## src/rtl/seq_tx.sv

```systemverilog
// Serial pattern transmitter: latches PATTERN on START and shifts it out MSB-first,
// with REPS repeated frames and GAP_CYC idle cycles between frames. Optional macro SEQ_TX_PARITY_EN.
module seq_tx #(
  parameter int WIDTH   = 8,
  parameter int LEN_W   = 4,
  parameter int REP_W   = 4,
  parameter int GAP_CYC = 2
) (
  input  logic             CLK,
  input  logic             RST,
  input  logic             START,
  input  logic [WIDTH-1:0] PATTERN,
  input  logic [LEN_W-1:0] LEN,
  input  logic [REP_W-1:0] REPS,
  output logic             OUT,
  output logic             BUSY,
  output logic             DONE
);

  localparam int GW = $clog2(GAP_CYC + 2);

  localparam logic [2:0] S_IDLE   = 3'd0;
  localparam logic [2:0] S_SHIFT  = 3'd1;
  localparam logic [2:0] S_GAP    = 3'd2;
  localparam logic [2:0] S_FINISH = 3'd3;
`ifdef SEQ_TX_PARITY_EN
  localparam logic [2:0] S_PAR    = 3'd4;
`endif

  logic [2:0]       state_q, state_d;
  logic [WIDTH-1:0] pat_q, pat_d, sh_q, sh_d;
  logic [LEN_W-1:0] len_q, len_d, cnt_q, cnt_d;
  logic [REP_W-1:0] rep_q, rep_d;
  logic [GW-1:0]    gap_q, gap_d;
  logic             out_q, out_d;
`ifdef SEQ_TX_PARITY_EN
  logic             par_q, par_d;
`endif

  logic [LEN_W-1:0] lenc, shamt;
  logic [WIDTH-1:0] aligned;
  logic             frame_end;

  // Pattern is stored left-aligned so the first bit to send is always the MSB.
  assign lenc    = (LEN > LEN_W'(WIDTH)) ? LEN_W'(WIDTH) : LEN;
  assign shamt   = LEN_W'(WIDTH) - lenc;
  assign aligned = PATTERN << shamt;

  always_comb begin
    state_d   = state_q;
    pat_d     = pat_q;
    sh_d      = sh_q;
    len_d     = len_q;
    cnt_d     = cnt_q;
    rep_d     = rep_q;
    gap_d     = gap_q;
    out_d     = 1'b0;
    frame_end = 1'b0;
`ifdef SEQ_TX_PARITY_EN
    par_d     = par_q;
`endif
    case (state_q)
      S_IDLE: begin
        if (START && (LEN != '0)) begin
          state_d = S_SHIFT;
          pat_d   = aligned;
          sh_d    = aligned << 1;
          len_d   = lenc;
          cnt_d   = lenc - LEN_W'(1);
          rep_d   = (REPS == '0) ? REP_W'(1) : REPS;
          out_d   = aligned[WIDTH-1];
`ifdef SEQ_TX_PARITY_EN
          par_d   = ^aligned;
`endif
        end
      end
      S_SHIFT: begin
        if (cnt_q != '0) begin
          out_d = sh_q[WIDTH-1];
          sh_d  = sh_q << 1;
          cnt_d = cnt_q - LEN_W'(1);
        end else begin
`ifdef SEQ_TX_PARITY_EN
          state_d = S_PAR;
          out_d   = par_q;
`else
          frame_end = 1'b1;
`endif
        end
      end
`ifdef SEQ_TX_PARITY_EN
      S_PAR: frame_end = 1'b1;
`endif
      S_GAP: begin
        if (gap_q == '0) begin
          state_d = S_SHIFT;
          out_d   = pat_q[WIDTH-1];
          sh_d    = pat_q << 1;
          cnt_d   = len_q - LEN_W'(1);
        end else begin
          gap_d = gap_q - GW'(1);
        end
      end
      S_FINISH: state_d = S_IDLE;
      default:  state_d = S_IDLE;
    endcase

    // rep_q counts frames still owed, including the one just finished.
    if (frame_end) begin
      if (rep_q > REP_W'(1)) begin
        rep_d = rep_q - REP_W'(1);
        if (GAP_CYC > 0) begin
          state_d = S_GAP;
          gap_d   = GW'(GAP_CYC - 1);
        end else begin
          state_d = S_SHIFT;
          out_d   = pat_q[WIDTH-1];
          sh_d    = pat_q << 1;
          cnt_d   = len_q - LEN_W'(1);
        end
      end else begin
        state_d = S_FINISH;
      end
    end
  end

  always_ff @(posedge CLK) begin
    if (RST) begin
      state_q <= S_IDLE;
      pat_q   <= '0;
      sh_q    <= '0;
      len_q   <= '0;
      cnt_q   <= '0;
      rep_q   <= '0;
      gap_q   <= '0;
      out_q   <= 1'b0;
`ifdef SEQ_TX_PARITY_EN
      par_q   <= 1'b0;
`endif
    end else begin
      state_q <= state_d;
      pat_q   <= pat_d;
      sh_q    <= sh_d;
      len_q   <= len_d;
      cnt_q   <= cnt_d;
      rep_q   <= rep_d;
      gap_q   <= gap_d;
      out_q   <= out_d;
`ifdef SEQ_TX_PARITY_EN
      par_q   <= par_d;
`endif
    end
  end

  assign OUT = out_q;
`ifdef SEQ_TX_PARITY_EN
  assign BUSY = (state_q == S_SHIFT) || (state_q == S_GAP) || (state_q == S_PAR);
`else
  assign BUSY = (state_q == S_SHIFT) || (state_q == S_GAP);
`endif
  assign DONE = (state_q == S_FINISH);

endmodule

```

## config.mk

```make
export PLATFORM = sky130hd
export DESIGN_NAME = seq_tx
export DESIGN_NICKNAME = d
export VERILOG_FILES = /design/src/rtl/seq_tx.sv
export SDC_FILE = /design/constraint.sdc
export NUM_CORES = 1
export LEC_CHECK = 0
export BUFFER_PORTS_ARGS = -buffer_cell sky130_fd_sc_hd__buf_2
export CORE_ASPECT_RATIO = 1.4
export CORE_MARGIN = 2
export CORE_UTILIZATION = 57
export DETAILED_ROUTE_END_ITERATION = 10
export PLACE_DENSITY = 0.78
export RECOVER_POWER = 25
export SYNTH_ARGS = -nofsm -noshare
export SYNTH_HDL_FRONTEND = slang
export SYNTH_SLANG_ARGS = --single-unit
export TNS_END_PERCENT = 1
```

## constraint.sdc

```tcl
create_clock -name CLK -period 2.7 [get_ports CLK]
set_input_delay 0.135 -clock CLK [delete_from_list [all_inputs] [get_ports CLK]]
set_output_delay 0.135 -clock CLK [all_outputs]
set_load 0.03 [all_outputs]
```

# Word-level counts from Yosys, hierarchy flattened

Index checks and enable logic that the tools add are counted.
Widths: inputs -> output; s select.

Output and inout bits: 3
Bits of input ports: 19
Word-level logic and storage cells: 66
Register bits: 34

Equality and inequality tests: 9
Shift-type cells: 1
Mux-type cells: 29
$add $sub $neg: 6
Reductions and logical operators: 11
Magnitude comparators: 2

Operators by type and width:

| kind                | number |
|---|---|
| $mux 4              | 9 |
| $mux 8              | 3 |
| $pmux 8 s3          | 1 |
| $sub 4x1->4 const B | 4 |
| $pmux 4 s3          | 1 |
| $mux 3              | 3 |
| $pmux 3 s3          | 1 |
| $mux 2              | 4 |
| $ne 2x2->1 const B  | 4 |
| $reduce_bool 4->1   | 2 |
| $shl 8x4->8         | 1 |
| $eq 3x2->1 const B  | 2 |
| $mux 1              | 6 |
| $ne 3x3->1 const B  | 2 |
| $gt 4x1->1 const B  | 1 |
| $gt 4x4->1 const B  | 1 |
| $logic_not 4->1     | 1 |
| $reduce_and 4->1    | 1 |
| $sub 4x4->4 const A | 1 |
| $eq 3x1->1 const B  | 1 |
| $logic_not 3->1     | 1 |
| $pmux 1 s3          | 1 |
| $reduce_and 3->1    | 1 |
| $reduce_bool 3->1   | 1 |
| 5 further kinds     | 5 |

# Longest topological paths before layout

Gate-level depths: netlist of the first run.

Word-level depth: 6
Gate-level depth with buffers: 10
Depth with buffers taken out: 8

# Least setup slack after synthesis of the first run

Ideal clock, no wire load.

Kind: register -> register
Start point: register state_q[0]
End point: register cnt_q[2]
Required time: 2614 ps
Cell stages (with the launch flop): 11
Library setup time: 86 ps
Clock period less this slack: 2148 ps
Data arrival time: 2062 ps
Path buffers: 2
Path slack: 552 ps
Path through: dfxtp_1 inv_1 ha_1 buf_2 inv_1 clkbuf_1 nor2_1 a21oi_1 ha_1 xnor2_1 a211oi_1

Longest elaborated chain between the ends: 3
Elaborated cells between the ends (all ways): 9
Classes of those cells: eq/ne: 5; mux: 1; reduce/logical: 3

Ends and longest elaborated chain:

| element                                                          | line | text |
|---|---|---|
| start: declaration                                               | 30   | `logic [2:0] state_q, state_d;` |
| start signal: assignment                                         | 141  | `state_q <= state_d;` |
| $eq 3x2->1 (tied with other cells)                               | 62   | `case (state_q)` |
| $ne 2x2->1 (no source line) or $reduce_bool 3->1 (tied branches) | -    |  |
| $reduce_and 4->1 (no source line)                                | -    |  |
| end signal: assignment                                           | 145  | `cnt_q <= cnt_d;` |
| end: declaration                                                 | 32   | `logic [LEN_W-1:0] len_q, len_d, cnt_q, cnt_d;` |

Parallel ways exist; a longest one is shown, timed or not.
A chain may end at the register's enable or synchronous reset.

# Worst setup path in the final report of the first run

Start point: register state_q[0]
End point: register sh_q[7]

Longest elaborated chain between the ends: 3
Elaborated cells between the ends (all ways): 9
Classes of those cells: eq/ne: 5; mux: 1; reduce/logical: 3

Ends and longest elaborated chain:

| element                                                          | line | text |
|---|---|---|
| $eq 3x2->1 (tied with other cells)                               | 62   |  |
| $ne 2x2->1 (no source line) or $reduce_bool 3->1 (tied branches) | -    |  |
| $reduce_and 4->1 (no source line)                                | -    |  |
| end signal: assignment                                           | 131  | `sh_q <= '0;` |
| end signal: assignment                                           | 143  | `sh_q <= sh_d;` |
| end: declaration                                                 | 31   | `logic [WIDTH-1:0] pat_q, pat_d, sh_q, sh_d;` |

Parallel ways exist; a longest one is shown, timed or not.

==> results of run 1 <==
-- critical path: stages (launching register included) --
cell	delay [ps]
dfxtp_1	390
inv_1	80
ha_1	370
o21ai_2	100
o21ai_0	220
or3_4	510
or3_1	390
o211ai_2	140
-- final timing paths --
path	startpoint	slack, ps	to	cells after the start
worst max-delay path	state_q[0]	430	sh_q[7]	7
worst min-delay path	REPS[2]	130	rep_q[2]	3
worst max register to register	state_q[0]	430	sh_q[7]	7
worst min register to register	sh_q[3]	460	sh_q[3]	2
-- cell usage after synthesis (all sizes together), types with 2 or more instances --
master,n,area share (%)
dfxtp,32,30
a21oi,31,7.2
nand2,30,5.2
nor2,20,3.5
buf,13,3.9
o21ai,12,3.3
inv,10,1.7
clkbuf,9,1.6
nor3,9,2.1
ha,8,4.6
nand3b,8,2.8
o211ai,8,3.0
a211oi,6,2.1
nor2b,6,2.1
a221o,4,1.9
a221oi,4,1.6
and2,4,1.2
nand2b,4,1.2
a22oi,3,1.0
mux2i,3,1.4
mux4,3,3.1
nor4,3,1.6
or3,3,1.1
a211o,2,0.81
a311oi,2,0.81
a31oi,2,0.58
and3b,2,0.81
nand3,2,0.46
nor3b,2,0.69
o311ai,2,0.81
o41a,2,1.0
xnor2,2,0.81
-- per-layer routing --
metal	up-vias	GRT usage [%]	routed length (um)
li1	1007	-	-
met1	958	29.9	2170
met2	68	47.9	2830
met3	14	3.54	233
met4	0	10.0	137
met5	-	0	0
-- power by group --
part | internal (mW) | leakage, nW | switching (mW)
logic | 0.364 | 0.541 | 0.563
registers | 0.592 | 0.262 | 0.113
clock network | 0.208 | 0.0455 | 0.176
total | 1.16 | 0.848 | 0.853
-- metrics by stage --
stage,hold WS [ps],area [um2],util (%)
global route,150,2310,63.5
detailed placement,424,2230,61.2
CTS,134,2320,63.7
global placement,417,2230,61.2
floorplan,296,2160,-
finish,132,2310,63.5
-- cells in the final DEF, fill, tap and decap left out, types with 3 or more instances in the layout --
master    instances
buf_2            18
o211ai_1          7
mux4_2            3
o21ai_0          10
dfxtp_1          32
clkbuf_1          5
a221o_1           4
buf_4             4
nor2b_1           5
a21oi_1          31
nand3b_1          8
clkbuf_8          6
nor2_1           20
nand2_1          30
a22oi_1           3
a221oi_1          4
mux2i_1           3
inv_1             9
and2_1            3
a211oi_1          6
ha_1              8
nand2b_1          4
nor3_1            9
-- cells by family after synthesis --
group / count (synthesis) / synth area share [%]
compound gates: 89 / 28.7
simple gates: 95 / 23.6
fa+ha+maj: 8 / 4.63
xor+xnor: 3 / 1.22
buf+inv: 32 / 7.23
flops: 32 / 29.6
mux: 7 / 5.03
-- state kept, by name, summed over array words and instances (netlist names) --
register / count
OUT: 1
cnt_q: 4
gap_q: 2
len_q: 4
pat_q: 8
rep_q: 4
sh_q: 7
state_q: 2
-- area by class of cell --
class / instances / area (um2) / area share, %
Multi-Input combinational cell: 202 / 1360 / 58.8
Sequential cell: 32 / 641 / 27.7
Timing Repair Buffer: 25 / 131 / 5.68
Clock buffer: 8 / 90.1 / 3.89
Tap cell: 42 / 52.6 / 2.27
Inverter: 10 / 37.5 / 1.62
==> flow_metrics.env, run 1 <==
export IMPL_die_h_um=76.9
export IMPL_dieArea_mm2=0.00431
export IMPL_layout_drive_gt1_share_pct=15.2
export IMPL_cts_root_buffer="clkbuf_8"
export IMPL_rows=26
export IMPL_pin_count=22
export IMPL_grt_max_degree=38
export IMPL_grt_pass1_wl_mm=9.17
export IMPL_fin_crit_ps=2270
export IMPL_worstPathRequired_ps=2920
export IMPL_critical_path_arrival_ps=2480
export IMPL_avgSynthCellArea_um2=8.13
export IMPL_seq_area_frac_synth_pct=29.6
export IMPL_endpoint_kind="flip-flop"
export IMPL_post_cts_setup_buffers=0
export IMPL_clk_latency_ps=280
export IMPL_drtPass1Iterations=4
export IMPL_syn_inst=266
export IMPL_drtIter0Drc=76
export IMPL_final_cells=319
export IMPL_synth_seq_cells=32
export IMPL_ys_flop_type="dfxtp_1"
export IMPL_layout_setup_ws_ps=431
export IMPL_critPathKind="reg -> reg"
export IMPL_hold_viol=0
export IMPL_setup_worst_path_start_class="flip-flop"
export IMPL_post_cts_resized=0
export IMPL_grt_pass1_vias=1978
export IMPL_finalSetupTns_ps=0
export IMPL_maxSlewViolCount=0
export IMPL_grt_setup_unrepaired="no"
export IMPL_via_count=2047
export IMPL_tightest_slew_ps=884
export IMPL_grt_overflow_total=0
export IMPL_ctsHoldBuffers=0
export IMPL_initial_core_util_pct=59.3
export IMPL_crit_fanout=13
export IMPL_power_total_mw=2.02
export IMPL_die_w_um=56.1
export IMPL_wire_per_inst_um=16.8
export IMPL_ctsLongestPathBuffers=2
export IMPL_route_detailed_drc=0
export IMPL_fillers=351
export IMPL_avgViaCountPerCell=6.42
export IMPL_dp_cells=311
export IMPL_num_nets_final=303
export IMPL_status="finished clean"
export IMPL_clkTransAtPathRegs_ps=70
export IMPL_dp_hpwl_mm=3.86
export IMPL_max_vdd_ir_drop_mv=0.508
export IMPL_synth_edf_count=0
export IMPL_drt_wl_total_mm=5.38
export IMPL_gp_congestion=0.837
export IMPL_fp_coreArea_mm2=0.00364
export IMPL_antenna_found_initial=0
export IMPL_synth_cell_types=56
export IMPL_max_cap_violations=0
export IMPL_clock_sinks=32
export IMPL_cts_buffers=5
export IMPL_area_growth_pct=7.00
export IMPL_grt_use_total_pct=26.1
export IMPL_period_share_pct=84.0
export IMPL_ys_warn_count=0
export IMPL_p_leak_nw=0.848
export IMPL_synthArstFlopShare_pct=0
export IMPL_dp_slack_ps=508
export IMPL_syn_area_mm2=0.00216
export IMPL_diodes=0
export IMPL_fmax_mhz=441
export IMPL_worst_hold_path_type="in -> reg"
export IMPL_htreeDepth=2
export IMPL_io_buffers=21
export IMPL_relSlewSlack_pct=41.0
export IMPL_syn_nets=293
export IMPL_fin_worst_skew_ps=5.30
export IMPL_setup_viol=0
export IMPL_ant_nets=0
export IMPL_cts_tree="yes"
export IMPL_powerDensity_mw_per_mm2=872
Power figures use the tool's default switching activity.
==> inputs of run 2 (changes only) <==
Settings changed: CORE_UTILIZATION 57 to 53, PLACE_DENSITY 0.78 to 0.77.
Clock period 2.7 ns to 2 ns, I/O delays scaled along.
==> run 2 against run 1 <==
Clock skew increased by 2.4 ps. Critical path type unchanged. Global-route usage decreased by 0.41 points. Clock-buffer cell count decreased by 1. Design area increased by 8.2%. Critical endpoint unchanged. Non-clock buffer count increased by 16. Register-to-register slack got worse by 350 ps. Die area increased by 7.1%. Routed wire length increased by 2.5%. Worst hold slack got worse by 33 ps. Flip-flop and latch count unchanged. First-iteration DRC count increased by 43%. Power increased by 50%.
==> flow_metrics.env, run 2 (same netlist as run 1, synthesis figures left out) <==
export IMPL_wl_met3_um=231
export IMPL_grt_max_degree=38
export IMPL_num_nets_final=319
export IMPL_layout_drive_gt1_share_pct=22.2
export IMPL_via_count=2098
export IMPL_cts_tree="yes"
export IMPL_antenna_found_initial=0
export IMPL_fp_coreArea_mm2=0.00392
export IMPL_period_share_pct=95.8
export IMPL_slowest_stage="or3_4"
export IMPL_slowest_delay_ps=400
export IMPL_initial_core_util_pct=55.2
export IMPL_grt_pass1_wl_mm=9.25
export IMPL_clkTransAtPathRegs_ps=70
export IMPL_power_switching_mw=1.17
export IMPL_final_cell_mix="dfxtp_1 (32), a21oi_1 (31), nand2_1 (30), nor2_1 (20)"
export IMPL_post_cts_setup_buffers=0
export IMPL_die_h_um=79.6
export IMPL_rows=27
export IMPL_diodes=0
export IMPL_p_leak_nw=0.943
export IMPL_endpoint_kind="flip-flop"
export IMPL_maxSlewViolCount=0
export IMPL_clock_sinks=32
export IMPL_fmax_mhz=522
export IMPL_grt_pass1_vias=2005
export IMPL_drtIter0Drc=109
export IMPL_ant_nets=0
export IMPL_critical_path_arrival_ps=2120
export IMPL_route_detailed_drc=0
export IMPL_p_seq_share_pct=31.5
export IMPL_layout_setup_ws_ps=84.7
export IMPL_drt_wl_total_mm=5.51
export IMPL_setup_viol=0
export IMPL_fillers=356
export IMPL_worstPathRequired_ps=2210
export IMPL_cts_root_buffer="clkbuf_8"
export IMPL_die_w_um=58.0
export IMPL_tightest_slew_ps=632
export IMPL_pin_count=22
export IMPL_max_cap_violations=0
export IMPL_powerDensity_mw_per_mm2=1210
export IMPL_sw_frac_of_total_pct=38.8
export IMPL_critPathKind="reg -> reg"
export IMPL_grt_use_total_pct=25.7
export IMPL_fin_crit_ps=1920
export IMPL_reg_top3="pat_q (8), sh_q (7)"
export IMPL_dp_slack_ps=104
export IMPL_relSlewSlack_pct=57.9
export IMPL_postLayoutCoreUtil_pct=63.9
export IMPL_avgViaCountPerCell=6.24
export IMPL_dp_hpwl_mm=4.09
export IMPL_top_register="pat_q"
export IMPL_critical_path_cell_chain="inv_1, ha_1, o21ai_2, o21ai_2, or3_4, or3_1, o211ai_2"
export IMPL_met2WireLength_mm=2.94
export IMPL_layout_commonest_cell="dfxtp_1"
export IMPL_ctsLongestPathBuffers=2
export IMPL_htreeDepth=2
export IMPL_hold_viol=0
export IMPL_drtPass1Iterations=4
export IMPL_dieArea_mm2=0.00461
export IMPL_grt_setup_unrepaired="yes"
export IMPL_gp_congestion=0.876
export IMPL_clkPwrFrac_pct=22.4
export IMPL_finalSetupTns_ps=0
export IMPL_largest_reg_flops=8
export IMPL_crit_fanout=6
export IMPL_crit_top_cell="o21ai_2"
export IMPL_area_growth_pct=15.7
export IMPL_setup_worst_path_start_class="flip-flop"
export IMPL_wire_per_inst_um=16.4
export IMPL_fin_worst_skew_ps=7.71
export IMPL_combPwrFrac_pct=46.1
export IMPL_wl_met1_mm=2.22
export IMPL_internal_power_mw=1.85
export IMPL_top_layer="met4"
export IMPL_clk_latency_ps=280
export IMPL_io_buffers=21
export IMPL_max_vdd_ir_drop_mv=0.920
export IMPL_grt_overflow_total=0
export IMPL_status="finished clean"
export IMPL_cts_buffers=5
export IMPL_worst_hold_path_type="in -> reg"
run 2: power groups by stage:
stage                     Combinational (mW)  Clock, mW  Sequential [mW]
after floorplan                         1.04          0            0.927
after global placement                  1.34          0            0.956
after detailed placement                1.36          0            0.955
after CTS                               1.37      0.681            0.943
after global routing                    1.56      0.706            0.962
final                                   1.39      0.676            0.949
run 2: path summary, 6_finish.rpt:
check	from	endpoint	depth (start not counted)	slack, ps
hold reg to reg	pat_q[2]	pat_q[2]	2	460
setup / recovery	state_q[0]	sh_q[7]	7	80
hold / removal	REPS[2]	rep_q[2]	3	100
setup reg to reg	state_q[0]	sh_q[7]	7	80
run 2: cell type report:
cell class,count,area [um2],area share (%)
sequential,32,641,25.6
clock inverter,1,30.0,1.20
clock buffer,7,96.3,3.85
timing repair buffer,41,249,9.95
multi-input combinational,202,1390,55.6
tap,43,53.8,2.15
inverter,10,41.3,1.65
run 2: repair_timing:
| action | in CTS | in global routing |
|---|---|---|
| endpoints found under the setup margin | 0 | 3 |
| gates resized for setup | 0 | 3 |
| hold buffers | 0 | 0 |
run 2: through the flow:
step           hold slack (ps)  std cells  total power [mW]  cell area [um2]
3_3_place_gp               372        328              2.29             2360
6_report                  99.7        336              3.02             2500
2_1_floorplan              261        266              1.97             2180
5_1_grt                    130        336              3.22             2500
3_5_place_dp               381        328              2.32             2360
4_1_cts                    100        336              2.99             2490
run 2: per-layer routing:
metal,global-route usage (%),vias up
li1,-,1042
met1,29.3,979
met2,47.2,65
met3,3.73,12
met4,9.30,0
met5,0,-
run 2: worst max-delay path, delay by kind of cell (launching register included):
kind	cells	cell delay [ps]
DFF	1	390
AOI/OAI and AO/OA	3	290
and+or+nand+nor	2	780
adders and majority gates	1	270
buffers and inverters	1	110
